===== src/rtl/noc_pkg.sv =====
// Shared mesh-router definitions: packet width, routing field positions,
// port identifiers and the output-port token ring order.
package noc_pkg;

    localparam int DATA_W     = 64;
    localparam int FIFO_DEPTH = 4;

    localparam int DIR_X    = 58;
    localparam int DIR_Y    = 57;
    localparam int HOP_X_HI = 56;
    localparam int HOP_X_LO = 55;
    localparam int HOP_Y_HI = 54;
    localparam int HOP_Y_LO = 53;

    typedef enum logic [2:0] {
        P_E  = 3'd0,
        P_N  = 3'd1,
        P_S  = 3'd2,
        P_PE = 3'd3,
        P_W  = 3'd4
    } port_e;

    // Token order for the west output: E -> N -> S -> PE -> E
    function automatic port_e next_owner(input port_e cur);
        case (cur)
            P_E:     next_owner = P_N;
            P_N:     next_owner = P_S;
            P_S:     next_owner = P_PE;
            P_PE:    next_owner = P_E;
            default: next_owner = P_E;
        endcase
    endfunction

endpackage


===== src/rtl/output_arbiter_w_if.sv =====
// Request/backpressure and downstream write bundle of the west output port.
// slave = the arbiter, master = routing units plus downstream neighbour.
interface output_arbiter_w_if #(parameter int DATA_W = noc_pkg::DATA_W);

    logic              E_req;
    logic              N_req;
    logic              S_req;
    logic              PE_req;
    logic [DATA_W-1:0] E_packet;
    logic [DATA_W-1:0] N_packet;
    logic [DATA_W-1:0] S_packet;
    logic [DATA_W-1:0] PE_packet;
    logic              full_E;
    logic              full_N;
    logic              full_S;
    logic              full_PE;
    logic              ds_full;
    logic              out_wr_en;
    logic [DATA_W-1:0] out_packet;

    modport master (
        output E_req, N_req, S_req, PE_req,
        output E_packet, N_packet, S_packet, PE_packet,
        output ds_full,
        input  full_E, full_N, full_S, full_PE,
        input  out_wr_en, out_packet
    );

    modport slave (
        input  E_req, N_req, S_req, PE_req,
        input  E_packet, N_packet, S_packet, PE_packet,
        input  ds_full,
        output full_E, full_N, full_S, full_PE,
        output out_wr_en, out_packet
    );

endinterface


===== src/rtl/noc_sync_fifo.sv =====
// Small synchronous FIFO shared by router ports. DEPTH must be a power of 2
// so pointers wrap naturally; head always shows the entry at the read pointer.
module noc_sync_fifo #(
    parameter int DATA_W = 64,
    parameter int DEPTH  = 4
) (
    input  logic              clk,
    input  logic              reset,
    input  logic              wr_en_i,
    input  logic [DATA_W-1:0] wr_data_i,
    input  logic              rd_en_i,
    output logic              full_o,
    output logic              empty_o,
    output logic [DATA_W-1:0] head_o
);

    localparam int PTR_W = $clog2(DEPTH);
    localparam int CNT_W = $clog2(DEPTH + 1);

    logic [DATA_W-1:0] mem_q [DEPTH];
    logic [PTR_W-1:0]  rd_ptr_q;
    logic [PTR_W-1:0]  wr_ptr_q;
    logic [CNT_W-1:0]  count_q;
    logic              wr_ok_s;
    logic              rd_ok_s;

    assign full_o  = (count_q == CNT_W'(DEPTH));
    assign empty_o = (count_q == {CNT_W{1'b0}});
    assign wr_ok_s = wr_en_i & ~full_o;
    assign rd_ok_s = rd_en_i & ~empty_o;
    assign head_o  = mem_q[rd_ptr_q];

    // Storage, pointers and occupancy; reset clears memory so no stale data is visible
    always_ff @(posedge clk) begin
        if (reset) begin
            rd_ptr_q <= {PTR_W{1'b0}};
            wr_ptr_q <= {PTR_W{1'b0}};
            count_q  <= {CNT_W{1'b0}};
            for (int i = 0; i < DEPTH; i++) begin
                mem_q[i] <= {DATA_W{1'b0}};
            end
        end else begin
            if (wr_ok_s) begin
                mem_q[wr_ptr_q] <= wr_data_i;
                wr_ptr_q        <= wr_ptr_q + PTR_W'(1);
            end
            if (rd_ok_s) begin
                rd_ptr_q <= rd_ptr_q + PTR_W'(1);
            end
            case ({wr_ok_s, rd_ok_s})
                2'b10:   count_q <= count_q + CNT_W'(1);
                2'b01:   count_q <= count_q - CNT_W'(1);
                default: count_q <= count_q;
            endcase
        end
    end

endmodule


===== src/rtl/output_arbiter_w_chk.sv =====
// Simulation checks on the routing-unit side of the west output port.
module output_arbiter_w_chk (
    input logic       clk,
    input logic       reset,
    input logic [3:0] req_i,
    input logic [3:0] full_i
);

    // A routing unit may only request while its own full flag is low
    property p_req_gated;
        @(posedge clk) disable iff (reset) ((req_i & full_i) == 4'b0000);
    endproperty

    a_req_gated: assert property (p_req_gated)
        else $error("output_arbiter_w: req raised while full");

endmodule


===== src/rtl/output_arbiter_w.sv =====
// West output port: token-ring arbitration over E/N/S/PE requests, a small
// output FIFO, and drain into the neighbour's west-facing input FIFO.
import noc_pkg::*;

module output_arbiter_w #(
    parameter int DATA_W     = noc_pkg::DATA_W,
    parameter int FIFO_DEPTH = noc_pkg::FIFO_DEPTH
) (
    input  logic               clk,
    input  logic               reset,
    output_arbiter_w_if.slave  bus
);

    port_e             owner_q;
    logic              fifo_full_s;
    logic              fifo_empty_s;
    logic              owner_req_s;
    logic [DATA_W-1:0] owner_pkt_s;
    logic              wr_en_s;
    logic              rd_en_s;

    // Only the token owner's request and packet reach the FIFO
    always_comb begin
        owner_req_s = 1'b0;
        owner_pkt_s = {DATA_W{1'b0}};
        case (owner_q)
            P_E: begin
                owner_req_s = bus.E_req;
                owner_pkt_s = bus.E_packet;
            end
            P_N: begin
                owner_req_s = bus.N_req;
                owner_pkt_s = bus.N_packet;
            end
            P_S: begin
                owner_req_s = bus.S_req;
                owner_pkt_s = bus.S_packet;
            end
            P_PE: begin
                owner_req_s = bus.PE_req;
                owner_pkt_s = bus.PE_packet;
            end
            default: begin
                owner_req_s = 1'b0;
                owner_pkt_s = {DATA_W{1'b0}};
            end
        endcase
    end

    assign wr_en_s = owner_req_s & ~fifo_full_s;
    assign rd_en_s = ~fifo_empty_s & ~bus.ds_full;

    // Backpressure comes from registers only, so req never loops back into full
    assign bus.full_E    = (owner_q != P_E)  | fifo_full_s;
    assign bus.full_N    = (owner_q != P_N)  | fifo_full_s;
    assign bus.full_S    = (owner_q != P_S)  | fifo_full_s;
    assign bus.full_PE   = (owner_q != P_PE) | fifo_full_s;
    assign bus.out_wr_en = rd_en_s;

    // Token advances every cycle with room in the FIFO, freezes while it is full
    always_ff @(posedge clk) begin
        if (reset) begin
            owner_q <= P_E;
        end else if (!fifo_full_s) begin
            owner_q <= next_owner(owner_q);
        end else begin
            owner_q <= owner_q;
        end
    end

    noc_sync_fifo #(
        .DATA_W (DATA_W),
        .DEPTH  (FIFO_DEPTH)
    ) u_fifo (
        .clk       (clk),
        .reset     (reset),
        .wr_en_i   (wr_en_s),
        .wr_data_i (owner_pkt_s),
        .rd_en_i   (rd_en_s),
        .full_o    (fifo_full_s),
        .empty_o   (fifo_empty_s),
        .head_o    (bus.out_packet)
    );

    output_arbiter_w_chk u_chk (
        .clk    (clk),
        .reset  (reset),
        .req_i  ({bus.PE_req, bus.S_req, bus.N_req, bus.E_req}),
        .full_i ({bus.full_PE, bus.full_S, bus.full_N, bus.full_E})
    );

endmodule


===== src/flat_wrapper.sv =====
// flat-port wrapper written by rule: the top's interface ports become plain ports
module output_arbiter_w_flat 
#(
    parameter int DATA_W     = noc_pkg::DATA_W,
    parameter int FIFO_DEPTH = noc_pkg::FIFO_DEPTH
)
  (clk, reset, bus_E_req, bus_N_req, bus_S_req, bus_PE_req, bus_E_packet, bus_N_packet, bus_S_packet, bus_PE_packet, bus_ds_full, bus_full_E, bus_full_N, bus_full_S, bus_full_PE, bus_out_wr_en, bus_out_packet);
  output_arbiter_w_if #(.DATA_W(DATA_W)) bus_i ();
  input  logic clk;
  input  logic reset;
  input wire logic [$bits(bus_i.E_req)-1:0] bus_E_req;
  input wire logic [$bits(bus_i.N_req)-1:0] bus_N_req;
  input wire logic [$bits(bus_i.S_req)-1:0] bus_S_req;
  input wire logic [$bits(bus_i.PE_req)-1:0] bus_PE_req;
  input wire logic [$bits(bus_i.E_packet)-1:0] bus_E_packet;
  input wire logic [$bits(bus_i.N_packet)-1:0] bus_N_packet;
  input wire logic [$bits(bus_i.S_packet)-1:0] bus_S_packet;
  input wire logic [$bits(bus_i.PE_packet)-1:0] bus_PE_packet;
  input wire logic [$bits(bus_i.ds_full)-1:0] bus_ds_full;
  output wire logic [$bits(bus_i.full_E)-1:0] bus_full_E;
  output wire logic [$bits(bus_i.full_N)-1:0] bus_full_N;
  output wire logic [$bits(bus_i.full_S)-1:0] bus_full_S;
  output wire logic [$bits(bus_i.full_PE)-1:0] bus_full_PE;
  output wire logic [$bits(bus_i.out_wr_en)-1:0] bus_out_wr_en;
  output wire logic [$bits(bus_i.out_packet)-1:0] bus_out_packet;
  assign bus_i.E_req = bus_E_req;
  assign bus_i.N_req = bus_N_req;
  assign bus_i.S_req = bus_S_req;
  assign bus_i.PE_req = bus_PE_req;
  assign bus_i.E_packet = bus_E_packet;
  assign bus_i.N_packet = bus_N_packet;
  assign bus_i.S_packet = bus_S_packet;
  assign bus_i.PE_packet = bus_PE_packet;
  assign bus_i.ds_full = bus_ds_full;
  assign bus_full_E = bus_i.full_E;
  assign bus_full_N = bus_i.full_N;
  assign bus_full_S = bus_i.full_S;
  assign bus_full_PE = bus_i.full_PE;
  assign bus_out_wr_en = bus_i.out_wr_en;
  assign bus_out_packet = bus_i.out_packet;
  output_arbiter_w #(.DATA_W(DATA_W), .FIFO_DEPTH(FIFO_DEPTH)) u_core (.clk(clk), .reset(reset), .bus(bus_i));
endmodule

===== config.mk =====
export PLATFORM = sky130hd
export DESIGN_NAME = output_arbiter_w_flat
export DESIGN_NICKNAME = d
export VERILOG_FILES = /design/src/rtl/noc_pkg.sv /design/src/rtl/output_arbiter_w_if.sv /design/src/rtl/noc_sync_fifo.sv /design/src/rtl/output_arbiter_w_chk.sv /design/src/rtl/output_arbiter_w.sv /design/src/flat_wrapper.sv
export SDC_FILE = /design/constraint.sdc
export NUM_CORES = 1
export LEC_CHECK = 0
export CAP_MARGIN = 20
export CELL_PAD_IN_SITES_DETAIL_PLACEMENT = 1
export CELL_PAD_IN_SITES_GLOBAL_PLACEMENT = 1
export CORE_MARGIN = 2
export CORE_UTILIZATION = 33
export CTS_BUF_LIST = sky130_fd_sc_hd__clkbuf_2
export CTS_CLUSTER_SIZE = 12
export DETAILED_ROUTE_END_ITERATION = 12
export MAX_ROUTING_LAYER = met4
export PLACE_DENSITY = 0.79
export SLEW_MARGIN = 20
export SYNTH_ARGS = -nofsm -noshare
export SYNTH_HDL_FRONTEND = slang
export SYNTH_SLANG_ARGS = --single-unit

===== constraint.sdc =====
create_clock -name clk -period 10.2 [get_ports clk]
set_clock_uncertainty 0.2 [all_clocks]
set_input_delay 2.04 -clock clk [delete_from_list [all_inputs] [get_ports clk]]
set_output_delay 2.04 -clock clk [all_outputs]
set_load 0.01 [all_outputs]

# After elaboration in Yosys (flattened, before gate mapping)
# Memories as Yosys holds them, arrays and structs flattened. A register that Yosys moved wholly into a read port is not among the register bits.
# Cells that the tools add are included.
[op_classes]
add_sub_neg = 4
n_mul = 0
div = 0
n_lt_le_gt_ge = 0
n_eq_ne = 9
shift = 0
mux = 14
bitwise = 11
n_reduce_logical = 5
[ops]
columns = ["op", "n"]
rows = [
  ["$pmux 64 s4", 1],
  ["$mux 64", 1],
  ["$reduce_or 64->1", 1],
  ["$eq 3x2->1 const B", 2],
  ["$logic_not 3->1", 2],
  ["$mux 1", 6],
  ["$mux 2", 3],
  ["$ne 3x2->1 const B", 2],
  ["$pmux 2 s3", 1],
  ["$pmux 3 s2", 1],
  ["$add 2x1->2 const B", 2],
  ["$and 1x1->1", 4],
  ["$or 1x1->1", 4],
  ["$pmux 1 s4", 1],
  ["$add 3x1->3 const B", 1],
  ["$eq 3x1->1 const B", 1],
  ["$eq 3x3->1 const B", 1],
  ["$ne 3x1->1 const B", 1],
  ["$not 1->1", 3],
  ["$reduce_bool 3->1", 1],
  ["$sub 3x1->3 const B", 1],
  ["$eq 2x1->1 const B", 1],
  ["$eq 2x2->1 const B", 1],
  ["$reduce_bool 2->1", 1],
]
[totals]
ff_bits = 10
latch_bits = 0
ramBits = 256
romBits = 0
in_bits = 263
out_inout_bits = 69
elab_cells = 48
n_memories = 1
[memory_table]
columns = ["memory", "depth", "word_bits", "read_ports", "rd_clocked_by_memory_dff", "write_ports", "line_no", "source"]
rows = [
  ["u_core.u_fifo.mem_q", 4, 64, 1, 1, 4, "noc_sync_fifo.sv:20", "logic [DATA_W-1:0] mem_q [DEPTH];"],
]

# Logic depth before layout (Yosys ltp)
# Gate-level depths: netlist of run 1.
[logic_depth]
depth_word = 9
mapped_depth = 11
mapped_depth_nobuf = 11

# Cells and area by module
# A second synthesis of run 1 with hierarchy kept.
[unflattened]
hier_cells = 917
hier_area_um2 = 13233.9
[modules_own_cells]
columns = ["module", "instances", "cells_per_inst", "area_per_inst_um2", "seq_area_each_um2"]
rows = [
  ["noc_sync_fifo", 1, 670, 11392.2, 7867.5],
  ["output_arbiter_w", 1, 247, 1841.8, 40.0],
]

# Least setup slack after synthesis of run 1
# OpenSTA, ideal clock, no wires.
[synth_path]
kind = "input to register"
start = "input port bus_E_req"
end = "memory u_core.u_fifo.mem_q[1][0], enable pin"
setup_ns = 0.574
arrival_ns = 7.146
required_ns = 9.426
path_slack_ns = 2.280
path_stages = 4
n_path_buf = 0
path_cell_list = "a22oi_1 -> a211oi_1 -> nand2_1 -> o21ai_0"
[synth_lines]
columns = ["item", "line_no", "source"]
rows = [
  ["start, declared", "flat_wrapper.sv:11", "input wire logic [$bits(bus_i.E_req)-1:0] bus_E_req;"],
  ["end, declared", "noc_sync_fifo.sv:20", ""],
]

==> results of run 1 <==
## per-layer routing
metal	vias to the layer above	track usage [%]	routed length (um)
met5	-	-	0
met2	313	38.0	20700
met3	54	4.27	2170
met1	4506	21.2	14200
li1	4033	-	-
met4	0	6.36	697
## cells by family (layout without fill, tap and decap cells)
family,count (synthesis),after routing,synth area share [%]
AO/OA/AOI/OAI,141,141,9.96
XOR/XNOR,5,5,0.362
buffers and inverters,78,470,2.68
AND/OR/NAND/NOR,287,287,9.13
multiplexers,64,64,11.9
other,0,2,0
adder cells (fa/ha/maj),6,6,0.682
flip-flops,267,267,65.3
## stage by stage
stage | cell area (sq um) | setup WS, ps | instances | hold slack, ps | util, %
global route | 16500 | 4160 | 1710 | 362 | 45.3
global placement | 15800 | 4060 | 1586 | 294 | 43.6
floorplan | 12100 | 2280 | 848 | 265 | -
finish | 16500 | 4520 | 1710 | 329 | 45.3
detailed placement | 15800 | 4010 | 1586 | 306 | 43.6
CTS | 16500 | 4290 | 1708 | 322 | 45.3
## worst register-to-register path, stage by stage (launching register included)
cell      delay, ps
dfxtp_1         360
inv_1           100
ha_2            690
a22oi_1         270
a2111o_2        520
buf_4           380
or3_2           580
buf_4           410
nand2_4         890
## power breakdown
part | total [mW] | internal [mW] | switching, mW
Sequential | 1.58 | 1.48 | 0.103
Clock | 0.733 | 0.296 | 0.437
Combinational | 1.67 | 0.766 | 0.902
## layout make-up
type / count / area share, %
diodes: 2 / 0.0304
clock buffers: 103 / 3.13
clock inverters: 19 / 0.691
inverters: 7 / 0.159
multi-input cells: 503 / 23.8
flip-flops and latches: 267 / 48.0
well taps: 468 / 3.55
repair buffers: 341 / 20.6
## registers in the layout, summed over array words and instances, names as in the netlist, named ones only
register and count:
u_core.u_fifo.mem_q 256, u_core.u_fifo.wr_ptr_q 2, u_core.u_fifo.count_q 3, u_core.owner_q 2
u_core.u_fifo.rd_ptr_q 2
## cells in the final DEF (no fill, tap or decap), types with 3 or more instances in the layout
cell / count
ha_2: 4
a21oi_1: 4
nor2_1: 266
nand2_1: 8
xnor2_1: 3
mux4_2: 64
a22o_1: 64
clkinv_1: 12
clkdlybuf4s50_1: 331
clkbuf_2: 103
buf_4: 10
dfxtp_1: 9
a221oi_1: 64
clkinvlp_4: 3
inv_1: 7
edfxtp_1: 256
## how the worst max path moves through the flow
stage	startpoint	endpoint	slack, ps	cells past startpoint
after floorplan	bus_E_req	u_core.u_fifo.mem_q[1][0]$_SDFFCE_PN0P_	2280	4
after global placement	reset	u_core.u_fifo.mem_q[0][26]$_SDFFCE_PN0P_	4060	6
after detailed placement	reset	u_core.u_fifo.mem_q[0][35]$_SDFFCE_PN0P_	4010	6
after CTS	register	bus_out_packet[0]	4290	3
after global routing	register	bus_out_packet[5]	4160	3
final	register	bus_out_packet[0]	4520	3
==> impl_metrics.ini, run 1 <==
[critical_path]
worst_r2r_startpoint = u_core.owner_q[1]$_SDFFE_PP0N_
cp_num_buf_inv = 2
reg2regPathDepth = 8
path_max_fanout = 44
ff2ff_setup_slack_ps = 5330
end_kind = output pin
required_ps = 7960
slowest_delay_ps = 820
start_kind = register
critPathKind = reg -> out
r2r_end = u_core.u_fifo.mem_q[0][26]$_SDFFCE_PN0P_
crit_arrival_ps = 3440
crit_chain = buf_4 > mux4_2 > clkdlybuf4s50_1
cp_top_family = buffers and inverters
critical-path-slowest-cell = buf_4

[logic_synthesis]
syn_inst = 848
ys_types = 29
synthFlopType = edfxtp_1
synthTopCellsByCount = nor2_1 (266), edfxtp_1 (256), a221oi_1 (64), a22o_1 (64), mux4_2 (64)
synth_area_leaders = edfxtp_1 (63%), mux4_2 (12%), nor2_1 (8.2%), a221oi_1 (4.6%), a22o_1 (4.6%)
synth-seq-area-share_pct = 65.3
syn_nets = 1117
synth.most_common_cell = nor2_1
postSynthAreaPerCell_sq_um = 14.3
ys.warnings.count = 0
synth.largest_area_cell = edfxtp_1
synthesis.area_sq_um = 12100
synth_edf_count = 256
postSynth.asyncResetShare_pct = 0
synth_top_cell_area_share_pct = 63.5
ys_ff_latch = 267

[timing]
max_freq_mhz = 176
rsz0062_at_grt = no
setup_viol = 0
hold_viol_final = 0
drv_slew = 0
slew_headroom_pct = 27.6
finalCritPeriodShare_pct = 55.7
max_slew.worst_pin.slew_ps = 1090
setup_tns_ps = 0
min_period_ps = 5680

[power]
power_density_nw_per_um2 = 242
fin_total_pwr_mw = 3.98
p_leak_nw = 5.90
ir_worst_vdd_v = 0.000114

[finish]
num-fill-cells = 3763
layout.nets = 1462
multi_input_area_sq_um = 3930
drive_above_1_share_pct = 15.8
seq_area_sq_um = 7920
syn_to_final_growth_pct = 36.0

[die]
initial_core_util_pct = 33.3
dieArea_sq_um = 38200
die_h_um = 196
core_sq_um = 36300
die_w_um = 196
row_count = 70
ios = 332

[clock_tree]
numClockSinks = 267
root_buffer = clkbuf_2
cts_setup_buffers = 0
cts_resized = 0
clock_latency_ps = 810
cts-htree-levels = 3
clk_path_buf_depth = 3
cts_made_buffers = 73
cts.reportedPaths.clkPinSlew_ps = 100
hold_buffers = 0
cts_tree = done

[hold_path]
hp-class = reg -> reg
min_path_cells = 2
hp-start = u_core.u_fifo.rd_ptr_q[1]$_SDFFE_PP0P_

[route]
wl_um = 37700
first_iter_violations = 424
drc_errors = 0
final_antenna_net_count = 0
vias = 8906
wl_per_cell_um = 22.1
detail_route.first_pass.iterations = 5
vias_per_cell = 5.21

[global_routing]
grt_antenna_before_repair = 1
grt_use_total_pct = 20.3
grt_pass1_vias = 9988
grt_max_degree = 66
grt_pass1_wl_um = 56700
grt_overflow = 0

[run]
max-cap-violations = 0

[placement]
portBuffers = 331
hpwl_um = 23200
gp_congestion = 0.733

[outcome]
status = complete, no violations
(Power assumes the default switching activity.)
==> run 2: changes to the inputs <==
- PLACE_DENSITY: 0.79 -> 0.82
- clock period: 10.2 -> 4.7 ns (I/O delays scaled with it)
==> run 2 against run 1 <==
  * Hold slack improved by 5.2 ps
  * Flip-flop and latch count did not move
  * Count of clock-buffer cells in the layout fell by 1
  * Largest power group unchanged
==> impl_metrics.ini, run 2 (synthesis results as in run 1) <==
[outcome]
status = complete, no violations

[global_routing]
grt_use_total_pct = 20.3
use_met2_pct = 35.8
grt_overflow = 0
grt_max_degree = 65
busiest_layer = met2
grt_pass1_wl_um = 57000
grtUsageMet1_pct = 23.7
grt_pass1_vias = 10000
grtUsageMet3_pct = 3.73
grt_antenna_before_repair = 1

[placement]
hpwl_um = 24100
portBuffers = 331
place_inst = 1595
postPlaceCellArea_sq_um = 16000
gp_congestion = 0.731
pre_cts_ws_ps = 865

[critical_path]
path_max_fanout = 36
worst_r2r_startpoint = u_core.owner_q[1]$_SDFFE_PP0N_
crit_start = u_core.owner_q[1]$_SDFFE_PP0N_
required_ps = 3560
crit_end = bus_full_PE
start_kind = register
end_kind = output pin
crit_arrival_ps = 3160
reg2regPathDepth = 7
critPathKind = reg -> out
ff2ff_setup_slack_ps = 900
r2r_end = u_core.u_fifo.mem_q[0][28]$_SDFFCE_PN0P_

[finish]
final_common_cell = clkdlybuf4s50_1
regMostFlops = u_core.u_fifo.mem_q
final_util_pct = 45.9
layout_common_cells = clkdlybuf4s50_1 (331), nor2_1 (266), edfxtp_1 (256), clkbuf_2 (102)
num-fill-cells = 3732
layout.nets = 1470
syn_to_final_growth_pct = 37.6
drive_above_1_share_pct = 16.5
largest_reg_flops = 256
final_area_sq_um = 16700
largestRegisters = u_core.u_fifo.mem_q x256, u_core.u_fifo.count_q x3
stdcell_count = 1721

[timing]
max_slew.worst_pin.slew_ps = 1050
setup_viol = 0
hold_viol_final = 0
max_freq_mhz = 233
setup_tns_ps = 0
fin_ws_ps = 401
drv_slew = 0
fin_hold_ws_ps = 334
rsz0062_at_grt = no
min_period_ps = 4300
finalCritPeriodShare_pct = 91.5
slew_headroom_pct = 29.7

[clock_tree]
cts_resized = 0
hold_buffers = 0
root_buffer = clkbuf_2
cts-htree-levels = 3
clock_latency_ps = 770
clk_path_buf_depth = 3
cts_tree = done
numClockSinks = 267
cts.reportedPaths.clkPinSlew_ps = 100
cts_made_buffers = 72
cts_setup_buffers = 0

[route]
first_iter_violations = 478
detail_route.first_pass.iterations = 5
wl_um = 38100
final_antenna_net_count = 0
drc_errors = 0
wl_per_cell_um = 22.1
vias_per_cell = 5.25
vias = 9034

[power]
pwr-share-comb_pct = 42.0
fin_total_pwr_mw = 8.84
p_leak_nw = 6.00
swShare_pct = 36.0
power_density_nw_per_um2 = 530
seqPwrFrac_pct = 38.7
intPower_mw = 5.65
p_sw_mw = 3.18
pwr-share-clk_pct = 19.4
ir_worst_vdd_v = 0.000383

[die]
initial_core_util_pct = 33.3
die_h_um = 196
ios = 332
die_w_um = 196
core_sq_um = 36300
dieArea_sq_um = 38200
row_count = 70

[hold_path]
min_path_cells = 2
hp-class = reg -> reg
hp-start = u_core.owner_q[1]$_SDFFE_PP0N_

[run]
max-cap-violations = 0
==> run 2: cell count changes in the layout (fill, tap and decap cells not counted), moves of 2 or more <==
| cell | before | now |
|---|---|---|
| buf_12 | 0 | 6 |
| clkinv_2 | 0 | 4 |
| buf_4 | 10 | 13 |
| bufinv_16 | 1 | 3 |
| clkinvlp_4 | 3 | 1 |
==> run 2: final cells by class <==
cell class / instances / area (sq um) / share of cell area, %
Inverter: 7 / 26.3 / 0.158
Antenna cell: 2 / 5.00 / 0.0300
Multi-Input combinational cell: 503 / 3930 / 23.6
Clock inverter: 22 / 170 / 1.02
Timing Repair Buffer: 350 / 3530 / 21.2
Tap cell: 468 / 586 / 3.51
Sequential cell: 267 / 7920 / 47.5
Clock buffer: 102 / 510 / 3.06
==> run 2: metal layers <==
| layer | wire length (um) | share of wire [%] |
|---|---|---|
| met1 | 15000 | 39 |
| met2 | 20100 | 53 |
| met3 | 2220 | 5.8 |
| met4 | 721 | 1.9 |
| met5 | 0 | 0 |
==> run 2: critical path: stages, from the launching register on <==
cell             delay (ps)
dfxtp_1                 420
ha_2                    780
buf_4                   550
nand2_1                  90
clkdlybuf4s50_1         500
==> run 2: how the worst min path moves through the flow <==
stage                                           endpoint
after floorplan           u_core.owner_q[1]$_SDFFE_PP0N_
after global placement    u_core.owner_q[1]$_SDFFE_PP0N_
after detailed placement  u_core.owner_q[1]$_SDFFE_PP0N_
after CTS                 u_core.owner_q[1]$_SDFFE_PP0N_
after global routing      u_core.owner_q[1]$_SDFFE_PP0N_
final                     u_core.owner_q[1]$_SDFFE_PP0N_
==> run 2: power by group through the flow <==
stage	Sequential [mW]	Clock, mW	Combinational, mW
floorplan	3.35	0	2.11
detailed placement	3.48	0	3.76
global placement	3.44	0	3.69
finish	3.42	1.71	3.71
global route	3.47	1.88	4.00
CTS	3.43	1.77	3.78
==> run 3: changes to the inputs <==
- SLEW_MARGIN: 20 -> 10
==> results of run 3 <==
Same layout as run 2: the final DEF is identical, and so are final timing and power.
